--- config.mk ---
export PLATFORM = sky130hd
export DESIGN_NAME = fetch_top
export DESIGN_NICKNAME = d
export VERILOG_FILES = /design/src/rtl/fetch_top.sv
export SDC_FILE = /design/constraint.sdc
export NUM_CORES = 1
export LEC_CHECK = 0
export CORE_UTILIZATION = 50
export CTS_BUF_LIST = sky130_fd_sc_hd__clkbuf_2 sky130_fd_sc_hd__clkbuf_4 sky130_fd_sc_hd__clkbuf_8
export DETAILED_ROUTE_END_ITERATION = 8
export HOLD_SLACK_MARGIN = 0.12
export PLACE_DENSITY = 0.92
export SLEW_MARGIN = 10
export SYNTH_ARGS = -nofsm -noshare
export SYNTH_HDL_FRONTEND = slang
export SYNTH_SLANG_ARGS = --single-unit
--- constraint.sdc ---
create_clock -name clk -period 5 [get_ports clk]
set_clock_uncertainty 0.05 [all_clocks]
set_input_delay 1 -clock clk [delete_from_list [all_inputs] [get_ports clk]]
set_output_delay 1 -clock clk [all_outputs]
set_load 0.005 [all_outputs]
--- src/rtl/fetch_top.sv ---
// fetch_top: RV32I fetch stage owning the PC, with static branch prediction
// (JAL and backward branches taken) and registered IF/ID outputs.
module fetch_top #(
    parameter logic [31:0] RESET_PC = 32'h0000_0000
) (
    input  logic        clk,
    input  logic        rst_n,
    output logic        o_imem_req,
    output logic [31:0] o_imem_addr,
    input  logic [31:0] i_imem_rdat,
    input  logic        i_imem_vld,
    input  logic        i_intrlock_bubble,
    input  logic        i_ex_branch_flush,
    input  logic [31:0] i_ex_branch_tgt,
    output logic [31:0] o_if_inst,
    output logic [31:0] o_if_pc,
    output logic        o_if_branch_taken,
    output logic [31:0] o_if_branch_nt_pc,
    output logic [31:0] o_if_jalr_pci
);
    localparam logic [0:0]  S_BOOT    = 1'b0;
    localparam logic [0:0]  S_RUN     = 1'b1;
    localparam logic [6:0]  OP_JAL    = 7'b1101111;
    localparam logic [6:0]  OP_BRANCH = 7'b1100011;
    localparam logic [31:0] BUBBLE    = 32'h0000_0013;

    logic [0:0]  r_state;
    logic [31:0] r_pc;
    logic [31:0] r_inst;
    logic [31:0] r_if_pc;
    logic        r_taken;
    logic [31:0] r_nt_pc;
    logic [31:0] r_jalr_pci;

    logic [31:0] w_i_imm;
    logic [31:0] w_b_imm;
    logic [31:0] w_j_imm;
    logic        w_jal;
    logic        w_bwd;
    logic [31:0] w_next;

    assign w_i_imm = {{20{i_imem_rdat[31]}}, i_imem_rdat[31:20]};
    assign w_b_imm = {{20{i_imem_rdat[31]}}, i_imem_rdat[7], i_imem_rdat[30:25], i_imem_rdat[11:8], 1'b0};
    assign w_j_imm = {{12{i_imem_rdat[31]}}, i_imem_rdat[19:12], i_imem_rdat[20], i_imem_rdat[30:21], 1'b0};
    assign w_jal   = i_imem_rdat[6:0] == OP_JAL;
    // a branch is backward exactly when its immediate's sign bit is set
    assign w_bwd   = i_imem_rdat[6:0] == OP_BRANCH && i_imem_rdat[31];
    assign w_next  = r_pc + (w_jal ? w_j_imm : w_bwd ? w_b_imm : 32'd4);

    always_ff @(posedge clk or negedge rst_n) begin
        if (!rst_n) begin
            r_state    <= S_BOOT;
            r_pc       <= RESET_PC;
            r_inst     <= BUBBLE;
            r_if_pc    <= '0;
            r_taken    <= 1'b0;
            r_nt_pc    <= '0;
            r_jalr_pci <= '0;
        end else if (r_state == S_BOOT) begin
            r_state <= S_RUN;
            r_inst  <= BUBBLE;
            r_taken <= 1'b0;
        end else if (i_ex_branch_flush) begin
            r_pc    <= i_ex_branch_tgt;
            r_inst  <= BUBBLE;
            r_taken <= 1'b0;
        end else if (!i_intrlock_bubble) begin
            if (i_imem_vld) begin
                r_inst     <= i_imem_rdat;
                r_if_pc    <= r_pc;
                r_taken    <= w_jal | w_bwd;
                r_nt_pc    <= r_pc + 32'd4;
                r_jalr_pci <= r_pc + w_i_imm;
                r_pc       <= w_next;
            end else begin
                r_inst  <= BUBBLE;
                r_taken <= 1'b0;
            end
        end
    end

    assign o_imem_req        = r_state == S_RUN;
    assign o_imem_addr       = r_pc;
    assign o_if_inst         = r_inst;
    assign o_if_pc           = r_if_pc;
    assign o_if_branch_taken = r_taken;
    assign o_if_branch_nt_pc = r_nt_pc;
    assign o_if_jalr_pci     = r_jalr_pci;
endmodule

==> reports/qor.tcl, run 1 <==
set qor(outcome) {completed}
set qor(htree_levels) 4
set qor(drt-met1-wl_um) 12600
set qor(synth.top_cells.by_area) {sky130_fd_sc_hd__dfrtp_1 (40%), sky130_fd_sc_hd__nand2_1 (8.6%), sky130_fd_sc_hd__ha_1 (7.9%), sky130_fd_sc_hd__o21ai_0 (5.3%), sky130_fd_sc_hd__a21oi_1 (3.7%)}
set qor(number_of_enable_flip_flop_cells_after_synthesis) 0
set qor(clk_root_buffer_cell) {sky130_fd_sc_hd__clkbuf_8}
set qor(pin_count_of_the_biggest_net_entering_global_routing) 73
set qor(avgRoutedWirePerCell_um) 18.4
set qor(syn_avg_cell_area_um2) 8.84
set qor(drc) 0
set qor(clkTransAtPathRegs_ps) 80
set qor(antenna_found_initial) 1
set qor(critical_path.max_fanout) 4
set qor(synth_common_cells) {sky130_fd_sc_hd__nand2_1 (223), sky130_fd_sc_hd__dfrtp_1 (157), sky130_fd_sc_hd__o21ai_0 (104), sky130_fd_sc_hd__a21oi_1 (73), sky130_fd_sc_hd__ha_1 (62)}
set qor(synth-seq-cells) 160
set qor(global_route_wire_length_before_repair_um) 47100
set qor(yosys.cell_types.count) 65
set qor(power.static_leakage_uw) 0.00580
set qor(rsz0062_at_grt) {false}
set qor(place_hpwl_um) 21700
set qor(finalPower_uw) 4570
set qor(worst_setup_path_end_kind) {flop}
set qor(drtIter0Drc) 814
set qor(setup.worst_path.start_class) {input pin}
set qor(first_global_vias) 9119
set qor(drt-total-wl_um) 29600
set qor(layout.nets) 1464
set qor(tritoncts_clock_tree) {done}
set qor(gp_congestion) 0.915
set qor(cp_data_required_time_ps) 5320
set qor(postSynthCellCount) 1104
set qor(synthDominantAreaCellType) {sky130_fd_sc_hd__dfrtp_1}
set qor(drive_above_1_share) 0.0670
set qor(drv.max_cap_violation_count) 0
set qor(max_root_sink_buffers) 2
set qor(area_growth_pct) 31.8
set qor(slack_of_the_worst_reg_to_reg_path_ps) 1610
set qor(clk_latency_ps) 480
set qor(powerDensity_mw_per_mm2) 355
set qor(clock_sinks) 160
set qor(met2RoutedLength_um) 14200
set qor(report.final.hold_viol_count) 0
set qor(min_path_type) {flop to flop}
set qor(rows) 50
set qor(pin_count) 231
set qor(grt_remaining_overflow) 0
set qor(fp.dieW_um) 142
set qor(slew_viol_final) 0
set qor(crit_chain) {clkdlybuf4s50_1 > nor2b_1 > nand4_1 > inv_1 > nand3_1 > a21oi_1 > nor3_1 > ha_1 > fa_1 > a21o_1 > nand4_1 > a311oi_2 > a211oi_2 > o311ai_1 > a41o_1 > or4_1 > a31oi_1 > nor2_1}
set qor(layout_min_cycle_time_ps) 4750
set qor(synth.net_count) 1237
set qor(yosysMostFrequentCell) {sky130_fd_sc_hd__nand2_1}
set qor(initial_utilization) 0.517
set qor(route.antenna.remaining_nets) 0
set qor(postLayoutCellArea_mm2) 0.0129
set qor(detailroute.via_count) 9446
set qor(synth_seq_area_share) 0.411
set qor(slew-limit-headroom) 0.154
set qor(fraction_of_the_cycle_the_final_worst_path_needs) 0.949
set qor(placed_cell_area_mm2) 0.0124
set qor(worst_slew_pin_slew_ps) 1270
set qor(critical-path-max-stage-delay_ps) 500
set qor(synth_flop_cell) {sky130_fd_sc_hd__dfrtp_1}
set qor(synthesized_cell_area_mm2) 0.00976
set qor(cts_resized) 0
set qor(criticalPathCategory) {input pin to flop}
set qor(async_flop_share) 1.00
set qor(ys.warnings.count) 0
set qor(final-setup-viol-count) 0
set qor(max_clock_freq_mhz) 211
set qor(timing.hold.worst_path_depth) 2
set qor(final.setup.worst_slack_ps) 255
set qor(hold_fix_buffer_count_after_cts) 0
set qor(critical_path.slowest_cell) {sky130_fd_sc_hd__clkdlybuf4s50_1}
set qor(cts_buffers) 17
set qor(worstSetupPathDepth) 18
set qor(dp_slack_ps) -158
set qor(crit_top_cell) {sky130_fd_sc_hd__nand4_1}
set qor(detailroute.wirelength.met3_um) 1960
set qor(grtUsageTotal) 0.301
set qor(irDropWorstVdd_mv) 0.176
set qor(crit_buf_inv) 2
set qor(die_h_um) 142
set qor(die_area_mm2) 0.0201
set qor(gate_family_responsible_for_the_most_delay_along_the_worst_path) {compound AO/OA/AOI/OAI gates}
set qor(place.port_buffers) 230
set qor(worst-r2r-cell-count) 11
set qor(cts_setup_buffers) 0
set qor(worst_hold_slack_ps) 429
set qor(critical_path_arrival_ps) 5060
set qor(detail_route.vias_per_cell) 5.89
set qor(dr.max_layer_used) {met4}
set qor(drt_first_pass_iters) 6
set qor(synth_top_area_frac) 0.403
set qor(placeableCoreArea_mm2) 0.0189
-- cell families (layout without fill, tap and decap cells) --
| group | count (synthesis) | count (layout) | share of synthesized area |
|---|---|---|---|
| other | 1 | 2 | 0.000384 |
| flip-flops | 160 | 160 | 0.411 |
| XOR/XNOR | 78 | 78 | 0.0700 |
| AND/OR/NAND/NOR | 397 | 397 | 0.184 |
| AO/OA/AOI/OAI | 320 | 320 | 0.209 |
| adder cells (fa/ha/maj) | 64 | 64 | 0.0836 |
| buffers and inverters | 70 | 310 | 0.0277 |
| multiplexers | 14 | 14 | 0.0146 |
-- final timing paths --
check | start | to
worst max-delay path | i_imem_rdat[5] | o_imem_addr[31]
worst min-delay path | o_if_jalr_pci[6] | o_if_jalr_pci[6]
worst max register to register | o_imem_addr[1] | o_imem_addr[31]
worst min register to register | o_if_jalr_pci[6] | o_if_jalr_pci[6]
max in group asynchronous | rst_n | o_if_branch_nt_pc[29]
min in group asynchronous | rst_n | o_if_inst[23]
-- through the flow --
stage	std cells	TNS (ps)	utilization
after floorplan	1104	0	-
after global placement	1572	-1.46	0.658
after detailed placement	1572	-236	0.658
after CTS	1604	0	0.681
after global routing	1605	0	0.681
final	1605	0	0.681
-- state kept, by name, indices dropped and copies added, names as in the netlist --
| signal | count |
|---|---|
| o_imem_req | 1 |
| o_if_inst | 32 |
| o_if_pc | 32 |
| o_if_branch_taken | 1 |
| o_if_branch_nt_pc | 30 |
| o_imem_addr | 32 |
| o_if_jalr_pci | 32 |
-- worst register-to-register path, delay by kind of cell, from the launching register on --
family          cells  cell delay (ps)
compound gates      6             1450
fa+ha+maj           2              660
flops               1              450
simple gates        3              670
-- area by class of cell --
| cell class | count | area [um2] |
|---|---|---|
| Fill cell | 1421 | 6030 |
| Tap cell | 260 | 325 |
| Timing Repair Buffer | 259 | 2520 |
| Sequential cell | 160 | 4010 |
| Clock buffer | 23 | 298 |
| Multi-Input combinational cell | 874 | 5510 |
| Clock inverter | 9 | 131 |
| Antenna cell | 1 | 2.50 |
| Inverter | 19 | 71.3 |
-- per-layer routing --
layer,track usage,vias to the layer above
li1,-,4363
met1,0.389,4559
met2,0.502,442
met3,0.0584,82
met4,0.110,0
met5,0,-
-- cells in the final DEF, fill, tap and decap left out, types with 20 or more instances in the layout --
cell type	n
sky130_fd_sc_hd__clkdlybuf4s50_1	228
sky130_fd_sc_hd__a22o_1	29
sky130_fd_sc_hd__nor2_1	50
sky130_fd_sc_hd__dfrtp_1	157
sky130_fd_sc_hd__xnor2_1	38
sky130_fd_sc_hd__a21o_1	27
sky130_fd_sc_hd__nand3_1	28
sky130_fd_sc_hd__o21ai_0	103
sky130_fd_sc_hd__clkbuf_8	20
sky130_fd_sc_hd__xor2_1	40
sky130_fd_sc_hd__nand2_1	223
sky130_fd_sc_hd__ha_1	62
sky130_fd_sc_hd__buf_4	29
sky130_fd_sc_hd__a21oi_1	73
-- where the power goes --
| group | switching, uW | internal [uW] |
|---|---|---|
| Clock | 501 | 549 |
| Combinational | 763 | 919 |
| Sequential | 285 | 1550 |
(Power assumes the default switching activity.)
==> inputs of run 2 (changes only) <==
--- a/config.mk
+++ b/config.mk
@@ -5,11 +5,12 @@
 export SDC_FILE = /design/constraint.sdc
 export NUM_CORES = 1
 export LEC_CHECK = 0
-export CORE_UTILIZATION = 50
+export CORE_ASPECT_RATIO = 0.75
+export CORE_UTILIZATION = 25
 export CTS_BUF_LIST = sky130_fd_sc_hd__clkbuf_2 sky130_fd_sc_hd__clkbuf_4 sky130_fd_sc_hd__clkbuf_8
 export DETAILED_ROUTE_END_ITERATION = 8
 export HOLD_SLACK_MARGIN = 0.12
-export PLACE_DENSITY = 0.92
+export PLACE_DENSITY = 0.58
 export SLEW_MARGIN = 10
 export SYNTH_ARGS = -nofsm -noshare
 export SYNTH_HDL_FRONTEND = slang
==> run 2 against run 1 <==
  * Utilization fell by 33 points
  * Via count is 6.1% lower
  * Critical path type unchanged
  * Clock power about the same
  * Non-clock buffer count increased by 16
  * Design area grew 3.5%
  * First-iteration DRC count down 40%
  * Fmax grew 3.5%
  * Combinational power about the same
  * Power is 1.3% higher
  * Worst setup slack better by 160 ps
  * Die area up 98%
==> reports/qor.tcl, run 2 (synthesis results as in run 1) <==
set qor(initial_utilization) 0.254 ;# was 0.517
set qor(slack_of_the_worst_reg_to_reg_path_ps) 1690 ;# was 1610 ps
set qor(final_cell_mix) {sky130_fd_sc_hd__clkdlybuf4s50_1 (228), sky130_fd_sc_hd__nand2_1 (223), sky130_fd_sc_hd__dfrtp_1 (157), sky130_fd_sc_hd__o21ai_0 (103), sky130_fd_sc_hd__a21oi_1 (73)} ;# unchanged
set qor(place_hpwl_um) 25600 ;# was 21700 um
set qor(worst-r2r-cell-count) 11 ;# unchanged
set qor(drive_above_1_share) 0.0766 ;# was 0.0670
set qor(switching_share_of_power) 0.344 ;# was 0.339
set qor(critical-path-max-stage-delay_ps) 470 ;# was 500 ps
set qor(hold_fix_buffer_count_after_cts) 0 ;# unchanged
set qor(globalRouteMet3Util) 0.0439 ;# was 0.0584
set qor(pin_count) 231 ;# unchanged
set qor(slew-limit-headroom) 0.436 ;# was 0.154
set qor(global_route_wire_length_before_repair_um) 53800 ;# was 47100 um
set qor(clock_sinks) 160 ;# unchanged
set qor(criticalPathCategory) {input pin to flop} ;# unchanged
set qor(groute.layer.met1.usage) 0.246 ;# was 0.389
set qor(power.static_leakage_uw) 0.00588 ;# was 0.00580 uW
set qor(gp_congestion) 0.879 ;# was 0.915
set qor(min_path_type) {flop to flop} ;# unchanged
set qor(crit_top_cell) {sky130_fd_sc_hd__nand4_1} ;# unchanged
set qor(pin_count_of_the_biggest_net_entering_global_routing) 88 ;# was 73
set qor(outcome) {completed} ;# unchanged
set qor(clk_root_buffer_cell) {sky130_fd_sc_hd__clkbuf_8} ;# unchanged
set qor(detailroute.via_count) 8874 ;# was 9446
set qor(htree_levels) 4 ;# unchanged
set qor(clk_latency_ps) 480 ;# about the same
set qor(internal_power_uw) 3030 ;# was 3020 uW
set qor(slew_viol_final) 0 ;# unchanged
set qor(powerDensity_mw_per_mm2) 348 ;# was 355 mW/mm2
set qor(drc) 0 ;# unchanged
set qor(layout.cells.most_common) {sky130_fd_sc_hd__clkdlybuf4s50_1} ;# unchanged
set qor(route.antenna.remaining_nets) 0 ;# unchanged
set qor(cts_buffers) 17 ;# unchanged
set qor(worst_hold_slack_ps) 430 ;# was 429 ps
set qor(critical_path.slowest_cell) {sky130_fd_sc_hd__clkdlybuf4s50_1} ;# unchanged
set qor(die_h_um) 173 ;# was 142 um
set qor(comb_power_share) 0.370 ;# was 0.368
set qor(place.port_buffers) 230 ;# unchanged
set qor(area_growth_pct) 36.3 ;# was 31.8%
set qor(drt-total-wl_um) 34400 ;# was 29600 um
set qor(fp.dieW_um) 230 ;# was 142 um
set qor(globalRoute.busiestLayer) {met2} ;# unchanged
set qor(rows) 62 ;# was 50
set qor(drv.max_cap_violation_count) 0 ;# unchanged
set qor(first_global_vias) 8860 ;# was 9119
set qor(power.share.clock) 0.231 ;# was 0.230
set qor(clkTransAtPathRegs_ps) 90 ;# was 80 ps
set qor(postLayoutCellArea_mm2) 0.0133 ;# was 0.0129 mm2
set qor(power.switching_uw) 1590 ;# was 1550 uW
set qor(placeableCoreArea_mm2) 0.0384 ;# was 0.0189 mm2
set qor(max_root_sink_buffers) 2 ;# unchanged
set qor(worst_slew_pin_slew_ps) 846 ;# was 1270 ps
set qor(rsz0062_at_grt) {false} ;# unchanged
set qor(report.final.hold_viol_count) 0 ;# unchanged
set qor(grtUsageTotal) 0.175 ;# was 0.301
set qor(tritoncts_clock_tree) {done} ;# unchanged
set qor(drtIter0Drc) 488 ;# was 814
set qor(drt_first_pass_iters) 5 ;# was 6
set qor(max_clock_freq_mhz) 218 ;# was 211 MHz
set qor(placed_cell_area_mm2) 0.0129 ;# was 0.0124 mm2
set qor(cp_data_required_time_ps) 5310 ;# was 5320 ps
set qor(seq_power_share) 0.399 ;# was 0.402
set qor(antenna_found_initial) 3 ;# was 1
set qor(cts_setup_buffers) 0 ;# unchanged
set qor(irDropWorstVdd_mv) 0.132 ;# was 0.176 mV
set qor(critical_path_arrival_ps) 4900 ;# was 5060 ps
set qor(grt_remaining_overflow) 0 ;# unchanged
set qor(globalRouteMet2Util) 0.262 ;# was 0.502
set qor(layout.nets) 1480 ;# was 1464
set qor(crit_chain) {clkdlybuf4s50_1 > nor2b_1 > nand4_1 > inv_1 > nand3_1 > a21oi_1 > nor3_1 > ha_1 > fa_1 > a21o_1 > nand4_1 > a311oi_2 > a211oi_2 > o311ai_1 > a41o_1 > or4_1 > a31oi_1 > nor2_1} ;# unchanged
set qor(timing.hold.worst_path_depth) 2 ;# unchanged
set qor(critical_path.max_fanout) 4 ;# unchanged
set qor(setup.worst_path.start_class) {input pin} ;# unchanged
set qor(fraction_of_the_cycle_the_final_worst_path_needs) 0.917 ;# was 0.949
set qor(final-setup-viol-count) 0 ;# unchanged
set qor(hold_end) {o_if_pc[19]} ;# was o_if_jalr_pci[6]
set qor(detail_route.vias_per_cell) 4.74 ;# was 5.89
set qor(layout_min_cycle_time_ps) 4580 ;# was 4750 ps
set qor(cts_resized) 0 ;# unchanged
set qor(r2r_start) {o_imem_addr[1]} ;# unchanged
set qor(worst_setup_path_end_kind) {flop} ;# unchanged
set qor(finalSetupTns_ps) 0 ;# unchanged
set qor(min-delay-start) {o_if_pc[19]} ;# was o_if_jalr_pci[6]
set qor(avgRoutedWirePerCell_um) 18.4 ;# about the same
set qor(critical_path.reg2reg.endpoint) {o_imem_addr[31]} ;# unchanged
set qor(die_area_mm2) 0.0398 ;# was 0.0201 mm2
==> run 2: area by class of cell <==
| cell class | count | area, um2 |
|---|---|---|
| well taps | 512 | 641 |
| inverters | 19 | 71.3 |
| clock inverters | 11 | 166 |
| fillers | 3987 | 25100 |
| repair buffers | 275 | 2660 |
| diodes | 1 | 2.50 |
| clock buffers | 19 | 249 |
| multi-input cells | 874 | 5510 |
| flip-flops and latches | 160 | 4010 |
==> run 2: critical path: cells and delay by family <==
family,cells,cell delay (ps)
adders and majority gates,2,590
buffers and inverters,2,570
AOI/OAI and AO/OA,7,1530
and+or+nand+nor,7,1210
==> run 2: metrics by stage <==
| step | instances | util | power (uW) | setup slack, ps |
|---|---|---|---|---|
| after floorplan | 1104 | - | 2590 | 418 |
| after global placement | 1840 | 0.336 | 3580 | -53.4 |
| after detailed placement | 1840 | 0.336 | 3610 | -83.6 |
| after CTS | 1870 | 0.346 | 4700 | 437 |
| after global routing | 1871 | 0.347 | 4960 | 47.2 |
| final | 1871 | 0.347 | 4630 | 415 |
==> run 2: power groups by stage <==
| stage | Clock [uW] | Combinational (uW) | Sequential [uW] |
|---|---|---|---|
| 6_report | 1070 | 1710 | 1850 |
| 2_1_floorplan | 0 | 800 | 1790 |
| 3_5_place_dp | 0 | 1730 | 1880 |
| 3_3_place_gp | 0 | 1710 | 1870 |
| 4_1_cts | 1120 | 1730 | 1850 |
| 5_1_grt | 1160 | 1910 | 1890 |
==> run 2: worst max-delay path by stage <==
stage                              start              end  slack, ps  cells after the start
final                     i_imem_rdat[5]  o_imem_addr[31]        420                     18
after CTS                 i_imem_rdat[5]  o_imem_addr[31]        440                     18
after floorplan           i_imem_rdat[5]  o_imem_addr[31]        420                     18
after global placement    i_imem_rdat[5]  o_imem_addr[31]        -50                     18
after detailed placement  i_imem_rdat[5]  o_imem_addr[31]        -80                     18
after global routing      i_imem_rdat[5]  o_imem_addr[31]         50                     20
==> run 2: layer usage <==
layer  wire length, um  vias to the layer above
li1                  -                     4388
met1             16500                     4195
met2             14900                      250
met3              2150                       41
met4               795                        0
met5                 0                        -
